File: src/rtl/uart_tx_arbiter.sv
// Purpose : round-robin share of one UART transmitter among NUM_REQ byte producers.
// Latency : req seen in IDLE -> ack/transmit/TxData registered on the next edge.
// Backpres: grants only while the transmitter is idle; one frame in flight at a time.
module uart_tx_arbiter #(
    parameter int DATA_WIDTH    = 8,
    parameter int NUM_REQ       = 4,
    parameter int START_TIMEOUT = 16,
    parameter int ID_W          = $clog2(NUM_REQ)
) (
    input  logic                          tx_clk,
    input  logic                          reset,
    input  logic [NUM_REQ-1:0]            req,
    input  logic [NUM_REQ*DATA_WIDTH-1:0] req_data,
    output logic [NUM_REQ-1:0]            ack,
    output logic [DATA_WIDTH-1:0]         TxData,
    output logic                          transmit,
    input  logic                          busy,
    output logic [ID_W-1:0]               active_id,
    output logic                          tx_active,
    output logic                          start_err
);

    // Launch watchdog counts 0 .. START_TIMEOUT-1 inclusive.
    localparam int                CNT_W     = $clog2(START_TIMEOUT);
    localparam logic [CNT_W-1:0]  CNT_LAST  = CNT_W'(START_TIMEOUT - 1);
    localparam logic [ID_W:0]     NUM_REQ_W = (ID_W + 1)'(NUM_REQ);
    localparam logic [ID_W-1:0]   LAST_ID   = ID_W'(NUM_REQ - 1);

    typedef enum logic [1:0] {
        IDLE      = 2'd0,
        LAUNCH    = 2'd1,
        WAIT_DONE = 2'd2
    } state_t;

    state_t                  state;
    state_t                  state_nxt;

    // Round-robin pointer: the requester searched first on the next grant.
    logic [ID_W-1:0]         ptr;
    logic [ID_W-1:0]         ptr_nxt;
    logic [CNT_W-1:0]        cnt;
    logic [CNT_W-1:0]        cnt_nxt;

    logic [NUM_REQ-1:0]      ack_nxt;
    logic [DATA_WIDTH-1:0]   txdata_nxt;
    logic                    transmit_nxt;
    logic [ID_W-1:0]         id_nxt;
    logic                    err_nxt;

    // Grant search results.
    logic                    grant_vld;
    logic [ID_W-1:0]         grant_id;
    logic [ID_W:0]           scan_idx;

    // Find the first set request at or after ptr, wrapping; smallest offset wins.
    always_comb begin
        grant_vld = 1'b0;
        grant_id  = '0;
        scan_idx  = '0;
        for (int k = NUM_REQ - 1; k >= 0; k--) begin
            scan_idx = {1'b0, ptr} + (ID_W + 1)'(k);
            if (scan_idx >= NUM_REQ_W) begin
                scan_idx = scan_idx - NUM_REQ_W;
            end
            if (req[scan_idx[ID_W-1:0]]) begin
                grant_vld = 1'b1;
                grant_id  = scan_idx[ID_W-1:0];
            end
        end
    end

    // Next-state and next-output computation; every output is registered below.
    always_comb begin
        state_nxt    = state;
        ptr_nxt      = ptr;
        cnt_nxt      = cnt;
        ack_nxt      = '0;
        txdata_nxt   = TxData;
        transmit_nxt = transmit;
        id_nxt       = active_id;
        err_nxt      = 1'b0;

        case (state)
            IDLE: begin
                transmit_nxt = 1'b0;
                // A busy transmitter blocks granting entirely, even if it is
                // about to fall this same cycle.
                if (!busy && grant_vld) begin
                    txdata_nxt   = req_data[grant_id*DATA_WIDTH +: DATA_WIDTH];
                    id_nxt       = grant_id;
                    ack_nxt      = {{(NUM_REQ-1){1'b0}}, 1'b1} << grant_id;
                    transmit_nxt = 1'b1;
                    cnt_nxt      = '0;
                    ptr_nxt      = (grant_id == LAST_ID) ? '0 : grant_id + 1'b1;
                    state_nxt    = LAUNCH;
                end
            end

            LAUNCH: begin
                if (busy) begin
                    transmit_nxt = 1'b0;
                    state_nxt    = WAIT_DONE;
                end else if (cnt == CNT_LAST) begin
                    // Transmitter never answered: drop the byte, no retry.
                    transmit_nxt = 1'b0;
                    err_nxt      = 1'b1;
                    state_nxt    = IDLE;
                end else begin
                    cnt_nxt = cnt + 1'b1;
                end
            end

            WAIT_DONE: begin
                transmit_nxt = 1'b0;
                if (!busy) begin
                    state_nxt = IDLE;
                end
            end

            default: begin
                transmit_nxt = 1'b0;
                state_nxt    = IDLE;
            end
        endcase
    end

    // State and output registers; reset clears everything including the pointer.
    always_ff @(posedge tx_clk or negedge reset) begin
        if (!reset) begin
            state     <= IDLE;
            ptr       <= '0;
            cnt       <= '0;
            ack       <= '0;
            TxData    <= '0;
            transmit  <= 1'b0;
            active_id <= '0;
            tx_active <= 1'b0;
            start_err <= 1'b0;
        end else begin
            state     <= state_nxt;
            ptr       <= ptr_nxt;
            cnt       <= cnt_nxt;
            ack       <= ack_nxt;
            TxData    <= txdata_nxt;
            transmit  <= transmit_nxt;
            active_id <= id_nxt;
            tx_active <= (state_nxt != IDLE);
            start_err <= err_nxt;
        end
    end

endmodule

File: config.mk
export PLATFORM = sky130hd
export DESIGN_NAME = uart_tx_arbiter
export DESIGN_NICKNAME = d
export VERILOG_FILES = /design/src/rtl/uart_tx_arbiter.sv
export SDC_FILE = /design/constraint.sdc
export NUM_CORES = 1
export LEC_CHECK = 0
export CELL_PAD_IN_SITES_DETAIL_PLACEMENT = 0
export CELL_PAD_IN_SITES_GLOBAL_PLACEMENT = 2
export CORE_MARGIN = 1.5
export CORE_UTILIZATION = 32
export CTS_CLUSTER_DIAMETER = 40
export DETAILED_ROUTE_END_ITERATION = 10
export DONT_BUFFER_PORTS = 1
export PLACE_DENSITY_LB_ADDON = 0.2
export REMOVE_ABC_BUFFERS = 1
export SYNTH_ARGS = -nofsm -noshare
export SYNTH_HDL_FRONTEND = slang
export SYNTH_SLANG_ARGS = --single-unit
File: constraint.sdc
create_clock -name tx_clk -period 1.8 [get_ports tx_clk]
set_clock_uncertainty 0.15 [all_clocks]
set_input_delay 0.36 -clock tx_clk [delete_from_list [all_inputs] [get_ports tx_clk]]
set_output_delay 0.36 -clock tx_clk [all_outputs]
set_load 0.01 [all_outputs]
* After elaboration in Yosys (flattened, before gate mapping) *
Cells that the tools add are included.

word-level totals
  word-level logic and storage cells = 82
  output and inout bits = 17
  register bits after elaboration = 25

operators by class
  add/subtract/negate cells = 9
  shift operators = 2
  muxes and demuxes = 39
  equal/unequal tests = 8
  reduce and logical (&&, ||, !) cells = 7
  $lt $le $gt $ge = 8

operators by type and width
  operator                                             count
  indexed part select 32 x 6 -> 8 bit                  1
  2-to-1 mux 2 bit                                     13
  2-to-1 mux 4 bit                                     5
  2-to-1 mux 1 bit                                     14
  < comparator 2 x 3 -> 1 bit, second input constant   4
  >= comparator 3 bit, second input constant           3
  binary-select mux 1 bit (select 2 bit)               4
  one-hot mux 4 bit (2 select lines)                   1
  subtractor 2 x 1 -> 2 bit, second input constant     4
  adder 2 x 2 -> 3 bit, second input constant          2
  != test 2 bit, second input constant                 3
  one-hot mux 2 bit (3 select lines)                   1
  adder 4 x 1 -> 4 bit, second input constant          1
  == test 2 bit, second input constant                 2
  == test 4 bit, second input constant                 1
  AND reduction 4 bit                                  1
  nonzero test 2 bit                                   2
  << shifter 1 x 2 -> 4 bit, first input constant      1
  adder 2 x 1 -> 3 bit, second input constant          1
  >= comparator 2 x 3 -> 1 bit, second input constant  1
  != test 3 bit, second input constant                 1
  adder 2 x 1 -> 2 bit, second input constant          1
  == test 2 x 1 -> 1 bit, second input constant        1
  zero test 2 bit                                      1
  4 further kinds                                      4

* Depth between registers and ports, before layout *
Gate-level depths: netlist of the first run.

  word-level depth = 13
  depth in mapped cells = 9
  mapped depth without buffers = 7

* Worst setup path before layout of the first run *
Ideal clock, no wire load.

  kind = register -> register
  start = register ptr[1]
  end = register ptr[1]
  period minus slack after synthesis = 1.793 ns
  setup slack = 0.007 ns
  stages on the path, launching flop included = 10
  arrival = 1.526 ns
  path through = dfrtp_1 nand2b_1 a21oi_1 a211o_1 buf_6 buf_12 inv_1 ha_1 nand2_1 nand2_1

on the way
  cells in the longest elaborated chain, start to end = 11

RTL lines
  what                                                                     RTL line  RTL
  from (decl)                                                              39        logic [ID_W-1:0] ptr;
  from (signal assigned)                                                   141       ptr <= ptr_nxt;
  adder 2 x 2 -> 3 bit                                                     61        scan_idx = {1'b0, ptr} + (ID_W + 1)'(k);
  >= comparator 3 bit / subtractor 2 x 1 -> 2 bit (equally long branches)  62, 63
  2-to-1 mux 2 bit                                                         62        if (scan_idx >= NUM_REQ_W) begin
  binary-select mux 1 bit (select 2 bit)                                   65        if (req[scan_idx[ID_W-1:0]]) begin
  2-to-1 mux 1 bit (implied by the code)                                   65
  2-to-1 mux 2 bit (3 in series)                                           65
  2-to-1 mux 2 bit (*)                                                     65
  via grant_id[0]                                                          52        logic [ID_W-1:0] grant_id;
  adder 2 x 1 -> 2 bit / == test 2 bit (equally long branches)             94        ptr_nxt = (grant_id == LAST_ID) ? '0 : grant_id + 1'b1;
  2-to-1 mux 2 bit (*)                                                     94

Mark *: on every way through the listed nets, which the timed path passes. The rest lies on a longest branch. The select of a mux whose other input is x is not followed.
A chain may end at the register's enable or synchronous reset.

* Worst setup path in the final report of the first run *
  start = register ptr[1]
  end = register TxData[1]

on the way
  cells in the longest elaborated chain, start to end = 11

RTL lines
  what                                                           RTL line  RTL
  branches (longest 11 deep; another with adder 2 x 2 -> 3 bit)  -
  to (signal assigned)                                           144       TxData <= txdata_nxt;
  to (decl)                                                      15        output logic [DATA_WIDTH-1:0] TxData,

Several ways; the timed one is not identified. The select of a mux whose other input is x is not followed.

==> impl_summary.md, run 1 <==
STA
The setup TNS is 0 ps. The relative slew slack is a little under 70%. The worst path uses 96.4% of the clock period. The worst path meets setup with 65.4 ps of slack.

Setup repair after global routing left no endpoint under its margin. The count of endpoints failing hold in the final timing report is 0. The smallest clock period supported by the final layout is computed as 1730 ps. Hold is met by 85.7 ps. The final count of pins violating max slew is 0. For the pin with the worst max-slew slack, the measured transition is 475 ps. Based on the critical path, the design can be clocked at up to about 580 MHz.

The final count of negative-setup-slack endpoints is 0.

Clocking
TritonCTS created 3 clock buffers. The clock net in this run drives a total of 25 sinks. In this run the clock root is driven by a sky130_fd_sc_hd__clkbuf_8.

The register clock-pin slew on the reported worst setup and hold paths is 90 ps. The number of buffers between clock root and the deepest sink is 2. At the later pin of the worst-skew pair, clock insertion delay measures 260 ps. The number of H-tree levels is 1.

TritonCTS built the clock tree.

Layout
The synthesis-to-layout area growth is 20.3%. The count of placed standard cells in the final layout, fillers left out is 179. The finished layout cell area is 1540 um^2. The area of all sequential standard cells is between 600 and 700 um^2. In the final layout, the share of cells above drive strength 1 is 20.6%.

After the last flow step, the layout net total stands at about 180. The diode insertion count for antenna repair is 0. The fill cell instance count of the final layout is 385. Summing all multi-input logic gate instances after layout gives 654 um^2.

Critical path
The critical path goes through nand2b_4, a21oi_2, a211o_4, buf_12, mux2i_1, o221ai_2. The critical path capture point type is a flop. The critical path required time is 1790 ps. The library cell contributing the largest single delay on the critical path is sky130_fd_sc_hd__dfrtp_1.

In this design, the stage delay of the slowest critical-path cell is roughly 430 ps. The setup slack of the most critical reg-to-reg path is 70 ps. STA classifies the critical path startpoint as a flop. The category of the most critical setup path is flop to flop.

The arrival time at the worst endpoint is 1730 ps. In this run the worst path has a maximum fanout of 6.

Synthesis
The number of enable flip-flop cells after synthesis is 0. After synthesis, the share of flip-flops with an asynchronous set or reset is between 90% and 100%. After synthesis, the cell types taking the most area are sky130_fd_sc_hd__dfrtp_1, sky130_fd_sc_hd__mux2i_1, sky130_fd_sc_hd__nand2_1, sky130_fd_sc_hd__o221ai_1, sky130_fd_sc_hd__ha_1. The number of instances in the synthesized netlist is 120. The sequential-to-total area share from yosys stat is 49.0%. The post-synth design cell area is 1280 um^2. The top flip-flop cell by instance count after synthesis is sky130_fd_sc_hd__dfrtp_1. The number of synthesized register bits is 25.

Counting instances in the post-synthesis netlist gives the leading cell types as sky130_fd_sc_hd__dfrtp_1, sky130_fd_sc_hd__nand2_1, sky130_fd_sc_hd__mux2i_1. Among all cell types in the netlist, the one instantiated most often is sky130_fd_sc_hd__dfrtp_1. The total number of yosys warnings is 0. The number of distinct library cell variants in the gate-level netlist after synthesis is 27. A synthesized cell averages 10.6 um^2. In this run the biggest area consumer among cell types represents 49.0% of the synthesized area. The cell type with the highest aggregate area in the netlist is sky130_fd_sc_hd__dfrtp_1.

Routing
The routed design has 2730 um of wire. The post-detailed-route wirelength per cell is 15.2 um. The initial detailed-routing violation count is 44. The count of unresolved DRC violations after routing is 0. The detailed-route vias per instance is 5.07. The first TritonRoute pass finished after 4 iterations. The total number of vias is 907. The number of nets still failing antenna checks after routing is 0.

Power
Power spread over the standard cell area amounts to 1490 nW/um^2. In this run the static leakage power is 0.751 nW. The worst supply voltage drop on vdd is 450 uV.

Global routing
The initial antenna violation count came to 0. The first global-routing pass estimated 4220 um of wire. The total track usage is 12.7%.

The number of global-route vias before repair is 885. Global routing finished with a remaining overflow of 0. The maximum number of pins on one net before global-route repair is 26.

Flow run
The max-capacitance violation count is 0.

Die
The initial cell density of the core is 34.1%. The number of rows in the core area is 22. The floorplan step set the die height to approximately 66 um. The die outline width is 66.2 um. The die area is 4380 um^2. In this run the standard cell core region covers 3740 um^2.

The count of pins on the block boundary is 56.

Place
Summing all placed instances gives a cell area of around 1400 um^2. At the end of routability-driven placement, the weighted congestion stood at 0.731. In this run the tool buffered the top-level ports with 0 buffer cells.

OpenSTA, run right after detailed placement, puts the worst setup slack at -59.2 ps. Detailed placement finished with a half-perimeter wire length of approximately 2000 um. Once placement completed, the tool counted placed cells totaling 171.

Worst hold path
The class of the tightest hold or removal check is input port to flop.

Outcome
The flow ran to the end, and the final reports show no timing, DRC or antenna violations.
layout make-up:
type / count / share of cell area, %
Clock buffer: 4 / 2.93
Inverter: 3 / 0.733
Multi-Input combinational cell: 87 / 42.6
Sequential cell: 25 / 40.7
Tap cell: 48 / 3.91
Timing Repair Buffer: 12 / 9.05
registers in the layout, summed over array words and instances, names as in the netlist:
signal,count
transmit,1
tx_active,1
state,2
active_id,2
ack,4
TxData,8
ptr,2
cnt,4
start_err,1
critical path, delay by kind of cell (launching register included):
| kind | cells | cell delay, ps |
|---|---|---|
| buf+inv | 1 | 150 |
| flops | 1 | 430 |
| mux | 1 | 200 |
| compound gates | 3 | 530 |
| simple gates | 1 | 150 |
report_power, final:
group	switching (W)	total, W	internal [W]
combinational	0.000453	0.000955	0.000502
sequential	0.000230	0.00101	0.000775
clock	0.000171	0.000329	0.000158
layer usage:
layer,global-route usage [%],share of wire (%),vias up
met2,18.5,48,27
met5,0,0,-
met1,17.7,44,438
met4,4.59,0.73,0
met3,4.09,7.1,2
li1,-,-,440
timing repair:
item | 4_1_cts | 5_1_grt
hold buffers | 2 | 0
pin swaps | 1 | 3
hold endpoints to repair | 25 | 0
setup endpoints to repair | 8 | 11
buffers inserted | 1 | 0
cloned | 0 | 1
gates resized for setup | 5 | 11
path summary, 6_finish.rpt:
kind | startpoint | endpoint | depth (start not counted)
setup / recovery | ptr[1] | TxData[1] | 6
hold / removal | busy | start_err | 3
setup reg to reg | ptr[1] | TxData[1] | 6
hold reg to reg | cnt[1] | cnt[1] | 1
max in group asynchronous | reset | TxData[5] | 2
min in group asynchronous | reset | tx_active | 2
kinds of logic (layout without fill, tap and decap cells):
kind of cell	Yosys count	after routing	synth area share [%]
AO/OA/AOI/OAI	15	15	9.41
XOR/XNOR	3	3	2.06
adder cells (fa/ha/maj)	5	5	4.90
buffers and inverters	8	19	4.22
flip-flops	25	25	49.0
multiplexers	18	18	14.2
AND/OR/NAND/NOR	46	46	16.2
cell usage in the layout, fill, tap and decap left out, types with 2 or more instances in the layout:
cell	n
sky130_fd_sc_hd__mux2i_1	16
sky130_fd_sc_hd__clkbuf_8	3
sky130_fd_sc_hd__inv_1	2
sky130_fd_sc_hd__ha_1	5
sky130_fd_sc_hd__dfrtp_1	25
sky130_fd_sc_hd__nor2_1	9
sky130_fd_sc_hd__and2_1	5
sky130_fd_sc_hd__xor2_1	3
sky130_fd_sc_hd__buf_4	7
sky130_fd_sc_hd__o221ai_1	7
sky130_fd_sc_hd__nand2_1	21
sky130_fd_sc_hd__buf_12	2
per-stage QoR:
step / power (W) / util [%]
after floorplan: 0.00154 / -
after global placement: 0.00181 / 36.5
after detailed placement: 0.00182 / 36.5
after CTS: 0.00221 / 39.0
after global routing: 0.00250 / 41.0
final: 0.00229 / 41.0
No activity file was read; power rests on OpenSTA's default activity.
==> inputs of run 2 (changes only) <==
CTS_CLUSTER_SIZE = 16   (was not set)
==> results of run 2 <==
No change in the layout: final DEF, timing and power equal those of run 1.
